## config.mk

```make
export PLATFORM = sky130hd
export DESIGN_NAME = cdb_arbiter
export DESIGN_NICKNAME = d
export VERILOG_FILES = /design/src/rtl/cdb_arbiter_pkg.sv /design/src/rtl/cdb_arbiter_result_fifo.sv /design/src/rtl/cdb_arbiter.sv
export SDC_FILE = /design/constraint.sdc
export NUM_CORES = 1
export LEC_CHECK = 0
export ABC_AREA = 1
export CORE_AREA = 2 2 197 199
export DETAILED_ROUTE_END_ITERATION = 6
export DIE_AREA = 0 0 199 201
export PLACE_DENSITY = 0.79
export SLEW_MARGIN = 20
export SYNTH_ARGS = -nofsm -noshare
export SYNTH_HDL_FRONTEND = slang
export SYNTH_SLANG_ARGS = --single-unit
```

## constraint.sdc

```tcl
create_clock -name clock -period 7.9 [get_ports clock]
set_input_delay 1.58 -clock clock [delete_from_list [all_inputs] [get_ports clock]]
set_output_delay 1.58 -clock clock [all_outputs]
set_load 0.005 [all_outputs]
```

## src/rtl/cdb_arbiter_pkg.sv

```systemverilog
// Shared definitions for the CDB arbiter slice: default sizes, the reserved
// ZERO_REG tag, and the result / broadcast record layouts.
package cdb_arbiter_pkg;

    localparam int unsigned NUM_FU  = 6;
    localparam int unsigned XLEN    = 32;
    localparam int unsigned TAG_W   = 5;
    localparam int unsigned FU_ID_W = 3;

    // Tag 0 on the bus means "no broadcast"; FUs never produce it.
    localparam logic [TAG_W-1:0] ZERO_REG = '0;

    typedef struct packed {
        logic [TAG_W-1:0] rob_tag;
        logic [XLEN-1:0]  value;
    } FU_RESULT;

    typedef struct packed {
        logic               valid;
        logic [FU_ID_W-1:0] fu_id;
        logic [TAG_W-1:0]   rob_tag;
        logic [XLEN-1:0]    v;
    } CDB_PACKET;

endpackage

```

## src/rtl/cdb_arbiter_result_fifo.sv

```systemverilog
// Small per-FU result FIFO with push/pop, occupancy count and a synchronous
// clear that takes priority over both push and pop.
module result_fifo #(
    parameter int unsigned DEPTH = 2,
    parameter int unsigned WIDTH = 37
) (
    input  logic                   clock,
    input  logic                   reset,
    input  logic                   clear,
    input  logic                   push,
    input  logic                   pop,
    input  logic [WIDTH-1:0]       din,
    output logic [WIDTH-1:0]       dout,
    output logic [$clog2(DEPTH):0] count
);

    localparam int unsigned PTR_W = (DEPTH > 1) ? $clog2(DEPTH) : 1;
    localparam int unsigned CNT_W = $clog2(DEPTH) + 1;

    logic [WIDTH-1:0] mem [DEPTH];
    logic [PTR_W-1:0] head;
    logic [PTR_W-1:0] tail;

    function automatic logic [PTR_W-1:0] next_ptr(input logic [PTR_W-1:0] p);
        return (p == PTR_W'(DEPTH - 1)) ? '0 : p + PTR_W'(1);
    endfunction

    // Storage write; contents need no reset because count gates visibility.
    always_ff @(posedge clock) begin
        if (push && !clear) begin
            mem[tail] <= din;
        end
    end

    // Pointer and occupancy tracking; simultaneous push+pop leaves count unchanged.
    always_ff @(posedge clock or posedge reset) begin
        if (reset) begin
            head  <= '0;
            tail  <= '0;
            count <= '0;
        end else if (clear) begin
            head  <= '0;
            tail  <= '0;
            count <= '0;
        end else begin
            if (push) begin
                tail <= next_ptr(tail);
            end
            if (pop) begin
                head <= next_ptr(head);
            end
            unique case ({push, pop})
                2'b10:   count <= count + CNT_W'(1);
                2'b01:   count <= count - CNT_W'(1);
                default: count <= count;
            endcase
        end
    end

    assign dout = mem[head];

endmodule

```

## src/rtl/cdb_arbiter.sv

```systemverilog
// Common data bus arbiter: buffers FU results per unit and broadcasts one
// buffered result per cycle, chosen round-robin across the FUs.
module cdb_arbiter #(
    parameter int unsigned NUM_FU     = cdb_arbiter_pkg::NUM_FU,
    parameter int unsigned SLOT_DEPTH = 2,
    parameter int unsigned XLEN       = cdb_arbiter_pkg::XLEN,
    parameter int unsigned TAG_W      = cdb_arbiter_pkg::TAG_W
) (
    input  logic                    clock,
    input  logic                    reset,
    input  logic                    squash,
    input  logic [NUM_FU-1:0]       fu_valid,
    input  logic [NUM_FU*TAG_W-1:0] fu_rob_tag,
    input  logic [NUM_FU*XLEN-1:0]  fu_value,
    output logic [NUM_FU-1:0]       fu_ready,
    output logic                    cdb_valid,
    output logic [TAG_W-1:0]        cdb_rob_tag,
    output logic [XLEN-1:0]         cdb_value,
    output logic [2:0]              cdb_fu_id
);

    import cdb_arbiter_pkg::*;

    localparam int unsigned IDX_W = (NUM_FU > 1) ? $clog2(NUM_FU) : 1;
    localparam int unsigned CNT_W = $clog2(SLOT_DEPTH) + 1;
    localparam int unsigned ENT_W = TAG_W + XLEN;

    logic [NUM_FU-1:0]            req;
    logic [NUM_FU-1:0]            grant;
    logic [NUM_FU-1:0]            push;
    logic [NUM_FU-1:0][CNT_W-1:0] count;
    logic [NUM_FU-1:0][ENT_W-1:0] head;
    logic [IDX_W-1:0]             rr_ptr;
    logic [IDX_W-1:0]             gnt_idx;
    logic                         any_grant;

    for (genvar i = 0; i < NUM_FU; i++) begin : g_fu
        result_fifo #(
            .DEPTH (SLOT_DEPTH),
            .WIDTH (ENT_W)
        ) u_fifo (
            .clock (clock),
            .reset (reset),
            .clear (squash),
            .push  (push[i]),
            .pop   (grant[i]),
            .din   ({fu_rob_tag[i*TAG_W +: TAG_W], fu_value[i*XLEN +: XLEN]}),
            .dout  (head[i]),
            .count (count[i])
        );

        // Only buffered results compete; a full FIFO still accepts while its head drains.
        assign req[i]      = (count[i] != '0);
        assign fu_ready[i] = (count[i] < CNT_W'(SLOT_DEPTH)) | grant[i];
        assign push[i]     = fu_valid[i] & fu_ready[i];
    end

    function automatic logic [IDX_W-1:0] wrap_idx(input logic [IDX_W-1:0] base,
                                                   input int unsigned     off);
        int unsigned s;
        s = 32'(base) + off;
        return IDX_W'(s % NUM_FU);
    endfunction

    // Round-robin pick: first requester at or after rr_ptr, with wraparound.
    always_comb begin
        grant     = '0;
        gnt_idx   = '0;
        any_grant = 1'b0;
        for (int unsigned k = 0; k < NUM_FU; k++) begin
            if (!any_grant && req[wrap_idx(rr_ptr, k)]) begin
                any_grant = 1'b1;
                gnt_idx   = wrap_idx(rr_ptr, k);
            end
        end
        grant[gnt_idx] = any_grant;
    end

    // Priority pointer moves just past the winner; holds when the bus is idle.
    always_ff @(posedge clock or posedge reset) begin
        if (reset) begin
            rr_ptr <= '0;
        end else if (squash) begin
            rr_ptr <= '0;
        end else if (any_grant) begin
            rr_ptr <= (gnt_idx == IDX_W'(NUM_FU - 1)) ? '0 : gnt_idx + IDX_W'(1);
        end
    end

    // Bus drive from the granted FIFO head; all-zero when nothing is buffered.
    always_comb begin
        cdb_valid   = any_grant;
        cdb_rob_tag = TAG_W'(ZERO_REG);
        cdb_value   = '0;
        cdb_fu_id   = '0;
        if (any_grant) begin
            cdb_rob_tag = head[gnt_idx][ENT_W-1 -: TAG_W];
            cdb_value   = head[gnt_idx][XLEN-1:0];
            cdb_fu_id   = 3'(gnt_idx) + 3'd1;
        end
    end

endmodule
```

== Word level (Yosys, flattened, before mapping) ==
Memory sizes are Yosys's and may differ from the RTL's.
Cells that the tools add are included.

* Register bits: 27
* Bits in latches: 0
* RAM bits: 444
* Memory bits (read-only): 0
* Input port bits: 231
* Output and inout port bits: 47
* Logic and storage cells: 238
* Memories kept: 6

* $add $sub $neg: 30
* Multipliers: 0
* Divide/modulo/power cells: 6
* Magnitude comparators: 14
* Eq/ne operators: 13
* Shift-type cells: 0
* Multiplexer cells: 94
* Bitwise operators: 13
* Reductions and logical operators: 43

{| class="wikitable"
|+ Memories
! memory !! words !! bits a word !! rd ports !! clocked after memory_dff !! wr ports !! line !! source
|-
| g_fu[0].u_fifo.mem || 2 || 37 || 1 || 0 || 1 || cdb_arbiter_result_fifo.sv:20 || <nowiki>logic [WIDTH-1:0] mem [DEPTH];</nowiki>
|-
| g_fu[1].u_fifo.mem || 2 || 37 || 1 || 0 || 1 || cdb_arbiter_result_fifo.sv:20 ||
|-
| g_fu[2].u_fifo.mem || 2 || 37 || 1 || 0 || 1 || cdb_arbiter_result_fifo.sv:20 ||
|-
| g_fu[3].u_fifo.mem || 2 || 37 || 1 || 0 || 1 || cdb_arbiter_result_fifo.sv:20 ||
|-
| g_fu[4].u_fifo.mem || 2 || 37 || 1 || 0 || 1 || cdb_arbiter_result_fifo.sv:20 ||
|-
| g_fu[5].u_fifo.mem || 2 || 37 || 1 || 0 || 1 || cdb_arbiter_result_fifo.sv:20 ||
|}

{| class="wikitable"
|+ Operators with widths
! kind !! number
|-
| $mod 32x3->32 const B || 5
|-
| $bmux 37 s3 || 1
|-
| $mux 1 || 61
|-
| $reduce_bool 2->1 || 19
|-
| $mux 37 || 1
|-
| $mod 3x3->32 const B || 1
|-
| $mux 32 || 1
|-
| $mux 3 || 10
|-
| $lt 3x4->1 const B || 7
|-
| $pmux 2 s2 || 6
|-
| $bmux 1 s3 || 6
|-
| $reduce_bool 3->1 || 6
|-
| $add 1x1->1 const B || 12
|-
| $add 2x1->2 const B || 6
|-
| $eq 2x1->1 const B || 6
|-
| $eq 2x2->1 const B || 6
|-
| $logic_and 1x1->1 || 12
|-
| $lt 2x2->1 const B || 6
|-
| $mux 2 || 6
|-
| $sub 2x1->2 const B || 6
|-
| $add 3x2->4 const B || 2
|-
| $add 3x3->4 const B || 2
|-
| $and 1x1->1 || 6
|-
| $and 6x6->6 || 1
|-
| other kinds (8) || 18
|}

== Depth between registers and ports, before layout ==
* Word-level depth: 29
* Gate-level depth with buffers: 32
* Depth with buffers taken out: 29

== Cells and area by module ==
A second synthesis with hierarchy kept.

* Cells, all modules: 1,988
* Area total of the unflattened synthesis: 22,396.5 µm²

{| class="wikitable"
|+ By module, submodules not included
! module !! instances !! cells an instance !! area each (µm²) !! seq. area each (µm²)
|-
| result_fifo || 6 || 150 || 2,934.1 || 2,322.2
|-
| cdb_arbiter || 1 || 1,088 || 4,792.1 || 75.1
|}

== Worst setup path before layout ==
Ideal clock, no wire load.

* Kind: flip-flop to flip-flop
* From: register rr_ptr[1]
* To: memory g_fu[0].u_fifo.mem[1][0] (enable)
* Arrival: 5.558 ns
* Setup slack: 1.865 ns
* Stages on the path, launching flop included: 24
* Path buffers: 1
* Period minus slack after synthesis: 6.035 ns
* Cell sequence: dfrtp_1 > inv_1 > ha_1 > a21oi_2 > inv_1 > ha_1 > nor2_1 > nand2_1 > nand2_1 > nand2_2 > o21ai_1 > nand3_1 > nand3_1 > inv_2 > o21ai_1 > nand2_1 > nand2_2 > nand2_4 > buf_12 > nor2_4 > nand2_1 > nand2_1 > nand2_1 > nor3_1

* Cells in the longest elaborated chain, start to end: 29

{| class="wikitable"
|+ RTL lines
! what !! line !! source
|-
| start: declaration || cdb_arbiter.sv:33 || <nowiki>logic [IDX_W-1:0] rr_ptr;</nowiki>
|-
| start signal: assignment || cdb_arbiter.sv:86 || <nowiki>rr_ptr <= (gnt_idx == IDX_W'(NUM_FU - 1)) ? '0 : gnt_idx + IDX_W'(1);</nowiki>
|-
| branches (longest 23 deep; another with $mod 32x3->32) || - ||
|-
| $and 6x6->6 (no line) (*) || - ||
|-
| $or 1x1->1 (*) || cdb_arbiter.sv:54 || <nowiki>assign fu_ready[i] = (count[i] < CNT_W'(SLOT_DEPTH)) | grant[i];</nowiki>
|-
| via fu_ready[0] || cdb_arbiter.sv:15 || <nowiki>output logic [NUM_FU-1:0] fu_ready,</nowiki>
|-
| $and 1x1->1 (*) || cdb_arbiter.sv:55 || <nowiki>assign push[i] = fu_valid[i] & fu_ready[i];</nowiki>
|-
| $logic_and 1x1->1 (*) || cdb_arbiter_result_fifo.sv:30 || <nowiki>if (push && !clear) begin</nowiki>
|-
| $mux 1 (*) || cdb_arbiter_result_fifo.sv:30 ||
|-
| $mux 1 (implied by the code) (*) || cdb_arbiter_result_fifo.sv:31 || <nowiki>mem[tail] <= din;</nowiki>
|-
| end: declaration || cdb_arbiter_result_fifo.sv:20 ||
|}

Mark *: on every way through the listed nets, which the timed path passes. The select of a mux whose other input is x is not followed.

== Final worst setup path ==
* From: register rr_ptr[2]
* To: output port cdb_value[23]

* Cells in the longest elaborated chain, start to end: 22

{| class="wikitable"
|+ RTL lines
! what !! line !! source
|-
| branches (longest 21 deep; another with $mod 32x3->32) || - ||
|-
| $mux 32 (*) || cdb_arbiter.sv:96 || <nowiki>if (any_grant) begin</nowiki>
|-
| end: declaration || cdb_arbiter.sv:18 || <nowiki>output logic [XLEN-1:0] cdb_value,</nowiki>
|}

Every way passes the cells marked *. The select of a mux whose other input is x is not followed.

==> results.json <==
{
  "outcome": "finished clean",
  "tightest_slew_ns": 1.01,
  "firstDrtPassIters": 5,
  "stdcell_count": 2628,
  "dieArea_mm2": 0.0400,
  "critPathLaunchType": "flop",
  "cts_buffers": 47,
  "grt_pass1_vias": 14700,
  "grt_pass1_wl_mm": 82.7,
  "routabilityCongestion": 0.918,
  "relSlewSlack_pct": 32.3,
  "cts_tree": "yes",
  "max_freq_mhz": 137,
  "grt_usage_pct": 27.8,
  "globalRouteOverflowTotal": 0,
  "rrSetupSlack_ns": 2.22,
  "netlist-cell-type-count": 40,
  "hold_viol": 0,
  "max_cap_viol_count": 0,
  "worst-setup-path-type": "reg -> out",
  "totalWireLength_mm": 55.1,
  "ios": 278,
  "yosysSeqAreaShare_pct": 68.0,
  "dieWidth_um": 199,
  "post-place-ws_ns": 1.36,
  "drt_iter0_drc": 1388,
  "clock-sinks": 471,
  "cts_buffer_depth": 3,
  "cts_setup_buffers": 0,
  "ant_nets": 0,
  "portBuffers": 277,
  "min_from": "g_fu[2].u_fifo.tail",
  "clkLatencyLatePin_ns": 0.58,
  "fin_nets": 2312,
  "synth_flop_cell": "edfxtp_1",
  "period_share_pct": 92.2,
  "syn_inst": 1803,
  "syn_area_mm2": 0.0206,
  "drc": 0,
  "syn_avg_cell_area_um2": 11.4,
  "cts_max_level": 2,
  "ys_async_sr_fraction_pct": 5.73,
  "r2r_end": "g_fu[4].u_fifo.mem[1][8]",
  "fp-row-count": 72,
  "timing.hold.ws_ns": 0.555,
  "path_max_fanout": 61,
  "r2r_start": "rr_ptr[1]",
  "worstHoldPathType": "reg -> reg",
  "dp_hpwl_mm": 37.5,
  "finalClockSkew_ns": 0.0156,
  "final_layout_size_suffix_gt1_share_pct": 9.41,
  "antenna_found_initial": 5,
  "core-area_mm2": 0.0381,
  "drv_slew": 0,
  "hold_end": "g_fu[2].u_fifo.tail",
  "rsz0062_at_grt": "no",
  "setup_viol": 0,
  "wl_per_cell_um": 21.0,
  "placedCellCount": 2533,
  "die_h_um": 201,
  "grt_start_max_net_pins": 62,
  "setup_tns_ns": 0,
  "cts_root_buffer": "clkbuf_16",
  "cp.arrival_ns": 5.70,
  "crit_required_ns": 6.32,
  "whs_path_depth": 1,
  "syn-num-nets": 2048,
  "ys_warn_count": 0,
  "ys_ff_latch": 471,
  "hold_buffers": 0,
  "area_growth_pct": 24.5,
  "vias_per_cell": 5.56,
  "path_clk_slew_ns": 0.06,
  "setup_slack_ns": 0.618,
  "crit_path_end_kind": "primary output",
  "r2r_cells": 24,
  "min_period_ns": 7.28,
  "synth-edff-count": 444,
  "initial_core_util_pct": 54.1,
  "vias": 14600,
  "post_cts_resized": 0
}
==> cells in the final DEF, fill, tap and decap left out, types with 3 or more instances in the layout <==
cell type / synthesis / final
edfxtp_1: 444 / 444
nor2_1: 364 / 354
nand2_1: 304 / 304
clkdlybuf4s50_1: 0 / 277
o21ai_0: 120 / 120
nand3_1: 81 / 81
mux2i_1: 74 / 74
inv_1: 61 / 59
o21ai_1: 59 / 59
a21oi_1: 47 / 47
clkbuf_16: 0 / 47
nor3_2: 31 / 32
buf_4: 5 / 26
dfrtp_1: 27 / 25
nor2_4: 3 / 15
ha_1: 14 / 14
inv_2: 11 / 13
nand2_2: 13 / 13
nand4_1: 11 / 11
clkinv_1: 2 / 9
bufinv_16: 0 / 9
clkinv_2: 0 / 9
nor3_1: 9 / 8
diode_2: 0 / 5
clkbuf_1: 53 / 5
nand3_2: 4 / 4
nand2_4: 4 / 4
xor2_1: 4 / 4
buf_16: 0 / 4
nand3_4: 3 / 3
a21oi_2: 3 / 3
o211ai_1: 3 / 3
==> synthesized netlist by cell type, types with 3 or more instances <==
master | n | area [um2]
nand2_4 | 4 | 45.0
ha_1 | 14 | 175
nor2_4 | 3 | 33.8
o211ai_1 | 3 | 22.5
nor3_2 | 31 | 310
a21oi_2 | 3 | 26.3
buf_6 | 8 | 90.1
nand2_2 | 13 | 81.3
nor2_1 | 364 | 1370
buf_4 | 5 | 37.5
xor2_1 | 4 | 35.0
nor3_1 | 9 | 45.0
nand4_1 | 11 | 68.8
o21ai_0 | 120 | 601
inv_1 | 61 | 229
buf_1 | 7 | 26.3
a21oi_1 | 47 | 235
nand3_2 | 4 | 40.0
nand2_1 | 304 | 1140
inv_2 | 11 | 41.3
nand3_1 | 81 | 405
dfrtp_1 | 27 | 676
mux2i_1 | 74 | 741
edfxtp_1 | 444 | 13300
buf_2 | 19 | 95.1
o21ai_1 | 59 | 295
clkbuf_1 | 53 | 199
nand3_4 | 3 | 52.6
==> how the worst max path moves through the flow <==
stage / startpoint / to / slack, ns
final: rr_ptr[2] / cdb_value[23] / 0.62
after global routing: rr_ptr[1] / cdb_value[23] / 0.30
after CTS: rr_ptr[1] / cdb_value[24] / 0.70
after detailed placement: rr_ptr[1] / cdb_value[24] / 1.36
after global placement: rr_ptr[1] / cdb_value[9] / 1.41
after floorplan: rr_ptr[1] / g_fu[0].u_fifo.mem[1][0] / 1.86
==> logic make-up (layout without fill, tap and decap cells) <==
group,Yosys count,after routing,synth area share [%]
other,0,5,0
adders and majority gates,14,14,0.850
xor gates and xnor gates,5,5,0.213
muxes,74,74,3.60
AOI/OAI and AO/OA,238,238,6.00
DFF,471,471,68.0
and+or+nand+nor,833,833,17.6
buffers and inverters,168,470,3.72
==> registers in the layout (all words and copies together), names as in the netlist <==
| signal | count |
|---|---|
| g_fu.u_fifo.head | 6 |
| g_fu.u_fifo.count | 12 |
| g_fu.u_fifo.mem | 444 |
| g_fu.u_fifo.tail | 6 |
| rr_ptr | 3 |
==> worst max-delay path, cell delays in order (launching register included) <==
cell             delay [ns]
dfrtp_1                0.55
inv_2                  0.15
ha_1                   0.28
a21oi_1                0.24
inv_1                  0.09
ha_1                   0.29
nand3b_1               0.15
nand2_1                0.09
nand2_1                0.05
nand2_1                0.07
nand2_1                0.14
nand2_1                0.08
o21ai_1                0.07
a21oi_2                0.30
nand4_1                0.21
nand2_4                0.59
inv_2                  0.07
buf_4                  0.30
nand2_1                0.12
nand3_1                0.10
nand2_1                0.14
nand2_1                0.08
nor3_2                 0.27
clkdlybuf4s50_1        0.58
==> per-layer routing <==
layer	GRT usage [%]	wire, um	vias to the layer above
met5	0	11	-
met4	12.8	2600	2
met1	34.4	20700	7049
met2	47.5	27600	658
li1	-	-	6780
met3	4.74	4200	132
==> final cells by class <==
class                           instances  area (um2)
Inverter                               74         278
Clock buffer                           54        1220
Tap cell                              518         648
Sequential cell                       471       14000
Fill cell                            2715       12500
Timing Repair Buffer                  309        3120
Clock inverter                         33         438
Antenna cell                            5        12.5
Multi-Input combinational cell       1164        5910
==> metrics by stage <==
| step | util, % | area (um2) |
|---|---|---|
| floorplan | - | 20600 |
| global placement | 62.5 | 23800 |
| detailed placement | 62.7 | 23900 |
| CTS | 67.1 | 25600 |
| global route | 67.3 | 25600 |
| finish | 67.3 | 25600 |
Power is left out: the tool's default activity adds up to more than one toggle a clock period on the data nets, which glitch-free logic cannot reach.
